===== config.mk =====
export PLATFORM = sky130hd
export DESIGN_NAME = weight_load_seq
export DESIGN_NICKNAME = d
export VERILOG_FILES = /design/src/rtl/weight_load_seq.sv
export SDC_FILE = /design/constraint.sdc
export NUM_CORES = 1
export LEC_CHECK = 0
export CORE_AREA = 3 3 93 95
export CTS_BUF_LIST = sky130_fd_sc_hd__clkbuf_8
export CTS_CLUSTER_DIAMETER = 150
export CTS_CLUSTER_SIZE = 20
export DETAILED_ROUTE_END_ITERATION = 6
export DIE_AREA = 0 0 96 98
export PLACE_DENSITY = 0.89
export SLEW_MARGIN = 10
export SYNTH_ARGS = -nofsm -noshare
export SYNTH_HDL_FRONTEND = slang
export SYNTH_SLANG_ARGS = --single-unit

===== constraint.sdc =====
create_clock -name CLK -period 3.8 [get_ports CLK]
set_clock_uncertainty 0.2 [all_clocks]
set_input_delay 0.76 -clock CLK [delete_from_list [all_inputs] [get_ports CLK]]
set_output_delay 0.76 -clock CLK [all_outputs]
set_load 0.005 [all_outputs]

===== src/rtl/weight_load_seq.sv =====
// Weight load sequencer. For each filter of a job it clears the weight FIFO
// and store, streams ceil(R*S/4) words from the source into the FIFO, asks
// the weight store to load, and holds the store valid until compute is done.
module weight_load_seq #(
  parameter int unsigned INPUT_WIDTH  = 32,
  parameter int unsigned NF_WIDTH     = 16,
  parameter int unsigned LOAD_TIMEOUT = 64
) (
  input  logic                   CLK,
  input  logic                   RESETN,
  input  logic                   START,
  input  logic [NF_WIDTH-1:0]    NUM_FILTERS,
  input  logic [3:0]             PARAM_R,
  input  logic [3:0]             PARAM_S,
  input  logic                   S_VALID,
  input  logic [INPUT_WIDTH-1:0] S_DATA,
  output logic                   S_READY,
  output logic                   FIFO_WR_CMD,
  output logic [INPUT_WIDTH-1:0] FIFO_WR_DATA,
  input  logic                   FIFO_FULL,
  output logic                   CLEAR_FIFO,
  output logic                   LOAD_WS,
  input  logic                   LOADING_WS,
  input  logic                   WS_FULL,
  output logic                   WS_RESETN,
  output logic                   WS_VALID,
  input  logic                   COMPUTE_DONE,
  output logic [NF_WIDTH-1:0]    FILTER_IDX,
  output logic                   BUSY,
  output logic                   DONE,
  output logic                   ERROR
);

  localparam int unsigned WORD_W = 3;
  localparam int unsigned PROD_W = 8;
  localparam int unsigned TMO_W  = $clog2(LOAD_TIMEOUT + 1);

  typedef enum logic [2:0] {
    ST_IDLE   = 3'd0,
    ST_CLEAR  = 3'd1,
    ST_FILL   = 3'd2,
    ST_LOAD   = 3'd3,
    ST_HOLD   = 3'd4,
    ST_FINISH = 3'd5
  } state_e;

  state_e              state_q, state_d;
  logic                clr_second_q, clr_second_d;
  logic [WORD_W-1:0]   words_q, words_d;
  logic [WORD_W-1:0]   word_cnt_q, word_cnt_d;
  logic [TMO_W-1:0]    tmo_cnt_q, tmo_cnt_d;
  logic [NF_WIDTH-1:0] num_filt_q, num_filt_d;
  logic [NF_WIDTH-1:0] idx_q, idx_d;
  logic                error_q, error_d;
  logic                busy_q, busy_d;
  logic                clear_fifo_q, clear_fifo_d;
  logic                ws_resetn_q, ws_resetn_d;
  logic                load_ws_q, load_ws_d;
  logic                ws_valid_q, ws_valid_d;
  logic                done_q, done_d;

  logic [PROD_W-1:0]   rs_prod;
  logic [WORD_W-1:0]   words_calc;
  logic                start_legal;
  logic                in_fill;
  logic                push;

  // Job geometry: number of 4-weight words per filter and START legality
  assign rs_prod     = PROD_W'(PARAM_R) * PROD_W'(PARAM_S);
  assign words_calc  = WORD_W'((rs_prod + PROD_W'(3)) >> 2);
  assign start_legal = (PARAM_R != 4'd0) && (PARAM_R <= 4'd5) &&
                       (PARAM_S != 4'd0) && (PARAM_S <= 4'd5) &&
                       (NUM_FILTERS != '0);

  // Source-to-FIFO handshake is combinational so a word moves every cycle
  assign in_fill      = (state_q == ST_FILL);
  assign S_READY      = in_fill && (word_cnt_q != '0) && !FIFO_FULL;
  assign push         = S_VALID && S_READY;
  assign FIFO_WR_CMD  = push;
  assign FIFO_WR_DATA = in_fill ? S_DATA : '0;

  assign CLEAR_FIFO = clear_fifo_q;
  assign LOAD_WS    = load_ws_q;
  assign WS_RESETN  = ws_resetn_q;
  assign WS_VALID   = ws_valid_q;
  assign FILTER_IDX = idx_q;
  assign BUSY       = busy_q;
  assign DONE       = done_q;
  assign ERROR      = error_q;

  // State register, counters and registered outputs
  always_ff @(posedge CLK or negedge RESETN) begin
    if (!RESETN) begin
      state_q      <= ST_IDLE;
      clr_second_q <= 1'b0;
      words_q      <= '0;
      word_cnt_q   <= '0;
      tmo_cnt_q    <= '0;
      num_filt_q   <= '0;
      idx_q        <= '0;
      error_q      <= 1'b0;
      busy_q       <= 1'b0;
      clear_fifo_q <= 1'b0;
      ws_resetn_q  <= 1'b1;
      load_ws_q    <= 1'b0;
      ws_valid_q   <= 1'b0;
      done_q       <= 1'b0;
    end else begin
      state_q      <= state_d;
      clr_second_q <= clr_second_d;
      words_q      <= words_d;
      word_cnt_q   <= word_cnt_d;
      tmo_cnt_q    <= tmo_cnt_d;
      num_filt_q   <= num_filt_d;
      idx_q        <= idx_d;
      error_q      <= error_d;
      busy_q       <= busy_d;
      clear_fifo_q <= clear_fifo_d;
      ws_resetn_q  <= ws_resetn_d;
      load_ws_q    <= load_ws_d;
      ws_valid_q   <= ws_valid_d;
      done_q       <= done_d;
    end
  end

  // Next-state logic; outputs are decoded from the next state so they
  // register in step with the state they belong to
  always_comb begin
    state_d      = state_q;
    clr_second_d = clr_second_q;
    words_d      = words_q;
    word_cnt_d   = word_cnt_q;
    tmo_cnt_d    = tmo_cnt_q;
    num_filt_d   = num_filt_q;
    idx_d        = idx_q;
    error_d      = error_q;

    case (state_q)
      ST_IDLE: begin
        if (START) begin
          if (start_legal) begin
            num_filt_d   = NUM_FILTERS;
            words_d      = words_calc;
            idx_d        = '0;
            error_d      = 1'b0;
            clr_second_d = 1'b0;
            state_d      = ST_CLEAR;
          end else begin
            error_d = 1'b1;
          end
        end
      end
      ST_CLEAR: begin
        if (!clr_second_q) begin
          clr_second_d = 1'b1;
        end else begin
          word_cnt_d = words_q;
          state_d    = ST_FILL;
        end
      end
      ST_FILL: begin
        if (word_cnt_q == '0) begin
          tmo_cnt_d = '0;
          state_d   = ST_LOAD;
        end else if (push) begin
          word_cnt_d = word_cnt_q - WORD_W'(1);
        end
      end
      ST_LOAD: begin
        if (WS_FULL && !LOADING_WS) begin
          state_d = ST_HOLD;
        end else if (tmo_cnt_q == TMO_W'(LOAD_TIMEOUT - 1)) begin
          error_d = 1'b1;
          state_d = ST_IDLE;
        end else begin
          tmo_cnt_d = tmo_cnt_q + TMO_W'(1);
        end
      end
      ST_HOLD: begin
        if (COMPUTE_DONE) begin
          if (idx_q == num_filt_q - NF_WIDTH'(1)) begin
            state_d = ST_FINISH;
          end else begin
            idx_d        = idx_q + NF_WIDTH'(1);
            clr_second_d = 1'b0;
            state_d      = ST_CLEAR;
          end
        end
      end
      ST_FINISH: begin
        state_d = ST_IDLE;
      end
      default: begin
        state_d = ST_IDLE;
      end
    endcase

    busy_d       = (state_d != ST_IDLE);
    clear_fifo_d = (state_d == ST_CLEAR);
    ws_resetn_d  = !((state_d == ST_CLEAR) && !clr_second_d);
    load_ws_d    = (state_d == ST_LOAD);
    ws_valid_d   = (state_d == ST_HOLD);
    done_d       = (state_d == ST_FINISH);
  end

endmodule


==> flow_summary.ini <==
[critical_path]
slowest_delay_ps = 460
r2r-start = state_q[1]
crit_path_max_fanout = 4
endpoint_kind = flip-flop
required_ps = 3830
crit_slowest_cell = clkdlybuf4s50_1
path_common_cell = or3_1
critPathKind = in -> reg
reg2reg_depth = 8
cp_cell_sequence = clkdlybuf4s50_1, or3b_1, a2111oi_4, and4_1, o41ai_2, or3_1, or3_1, or3_1, a21oi_1
cp_num_buf_inv = 1
r2r_setup_slack_ps = 450
start_kind = input port
arrival_ps = 3700
crit_family = simple AND/OR/NAND/NOR gates
r2r-end = FILTER_IDX[8]

[route]
routed_wl_um = 10400
drtIter0Drc = 222
num_vias = 3792
drc_errors = 0
first_pass_iters = 5
ant_nets = 0
viasPerCell = 5.568
wire_per_inst_um = 15.27

[finish]
final_util = 0.6740
syn_to_final_growth_pct = 40.62
final_cells = 681
drive_gt1_frac = 0.06563
final_cell_mix = clkdlybuf4s50_1 (119), nand2_1 (68), dfrtp_1 (55)
stdcell_area_sq_um = 5263
nets = 654
final_common_cell = clkdlybuf4s50_1
diodes = 0

[timing]
period_share = 0.9655
relSlewSlack = 0.4200
setup_viol = 0
rsz0062_at_grt = false
tightest_slew_ps = 870.0
hold_viol = 0
period_needed_ps = 3669
timing.fmax_ghz = 0.2726
final_max_slew_viol_count = 0
fin_setup_tns_ps = 0

[clocking]
htreeDepth = 2
clk_pin_slew_ps = 100
cts_root_buf = clkbuf_8
postCtsSetupBuffers = 0
cts_max_path_buffers = 2
clk_latency_ps = 310
cts_hold_buf = 0
cts_tree = yes
numCtsBuffers = 5
post_cts_resized = 0
clkSinkCount = 56

[placed_design]
place_area_sq_um = 5152
dp_cells = 673
dpl.hpwl_um = 8336
gp_congestion = 0.8996
numPortBuffers = 120

[worst_hold_path]
min_to = words_q[2]
worstHoldPathCells = 2
min_path_type = reg -> reg
hold_start = words_q[2]

[grt]
grt_overflow = 0
grt_pass1_vias = 3800
antenna_found_initial = 0
grt_max_degree = 40
grt_usage = 0.2250
grt_pass1_wl_um = 17280

[synthesis]
syn-num-nets = 526
synthCells = 450
synth_top_area_frac = 0.3678
synth_seq_cells = 56
synth-edff-count = 0
synthArstFlopShare = 1.000
yosysTopAreaCell = dfrtp_1
yosysWarningCount = 0
syn-cell-area_sq_um = 3742
yosysUniqueCellTypes = 57
syn_avg_cell_area_sq_um = 8.316
synthFlopType = dfrtp_1
ys_top_cells_by_area = dfrtp_1 (37%), nand2_1 (6.8%), and2_1 (6.5%)
yosysSeqAreaShare = 0.3748

[run]
maxCapViolations = 0

[floorplan]
pin_count = 121
initial_core_util = 0.4793
die_y_um = 98
fp.dieW_um = 96
dieArea_sq_um = 9408
core_area_sq_um = 7807
row_count = 32

[power]
power_w = 0.002744
ir_drop_mv = 0.2932
cellPowerDensity_nw_per_um2 = 521.4
p_leak_nw = 2.259

[status]
status = finished clean
## flip-flops by register name (all words and copies together) (netlist names)
register      flops
word_cnt_q        3
WS_VALID          1
WS_RESETN         1
words_q           3
clr_second_q      1
ERROR             1
FILTER_IDX       16
LOAD_WS           1
tmo_cnt_q         7
BUSY              1
num_filt_q       16
DONE              1
CLEAR_FIFO        1
state_q           3
## Yosys cell counts, drive strengths merged, types with 3 or more instances
master and instances:
and2 39, nor3b 5, inv 19, and3 3, xnor2 12, o311a 3
a2111oi 3, nand3 13, nand2b 7, nand4 12, o31ai 4, o211ai 5
o21ai 30, clkbuf 19, or3 14, dfrtp 55, nand2 68, nor4 10
a21oi 20, ha 10, nor2b 3, nor2 24, or4 7, nor3 10
xor2 17
## cell type report
class	count	area [sq um]
clock inverter	3	28.78
clock buffer	5	68.82
sequential	56	1403
multi-input combinational	354	2202
fill	659	2545
timing repair buffer	142	1361
inverter	19	71.32
tap	102	127.6
## worst max path at each step
stage | depth (start not counted) | slack, ps | end | startpoint
floorplan | 10 | 270 | FILTER_IDX[10] | PARAM_R[3]
global placement | 9 | -100 | FILTER_IDX[10] | START
detailed placement | 9 | -230 | FILTER_IDX[12] | START
CTS | 9 | 110 | FILTER_IDX[12] | START
global route | 9 | 10 | FILTER_IDX[12] | START
finish | 9 | 130 | FILTER_IDX[8] | START
## metrics by stage
step / worst slack [ps] / hold slack (ps)
2_1_floorplan: 271.5 / 244.7
3_3_place_gp: -99.21 / 262.3
3_5_place_dp: -225.6 / 269.8
4_1_cts: 110.1 / 294.9
5_1_grt: 11.25 / 307.3
6_report: 131.3 / 288.2
## routing by layer
metal / part of all wire / routed length [um] / vias to the layer above / track usage
met5: 0 / 0 / - / 0
met4: 0.0082 / 85 / 0 / 0.04048
met3: 0.058 / 601 / 11 / 0.03236
met2: 0.55 / 5711 / 142 / 0.4195
met1: 0.38 / 4004 / 1797 / 0.2710
li1: - / - / 1842 / -
## power by group
part / internal, W / switching, W
combinational: 0.000761 / 0.000657
clock: 0.000140 / 0.000213
sequential: 0.000756 / 0.000216
## tightest hold or removal path, cell delays in order, from the launching register on
cell     delay (ps)
dfrtp_1         350
nand2_1          40
o21ai_0          60
## cell families after synthesis
logic type | synth area share
compound gates | 0.1511
flops | 0.3748
simple gates | 0.3180
mux | 0.002675
buf+inv | 0.04146
fa+ha+maj | 0.04413
xor+xnor | 0.06787
Power figures use the tool's default switching activity.
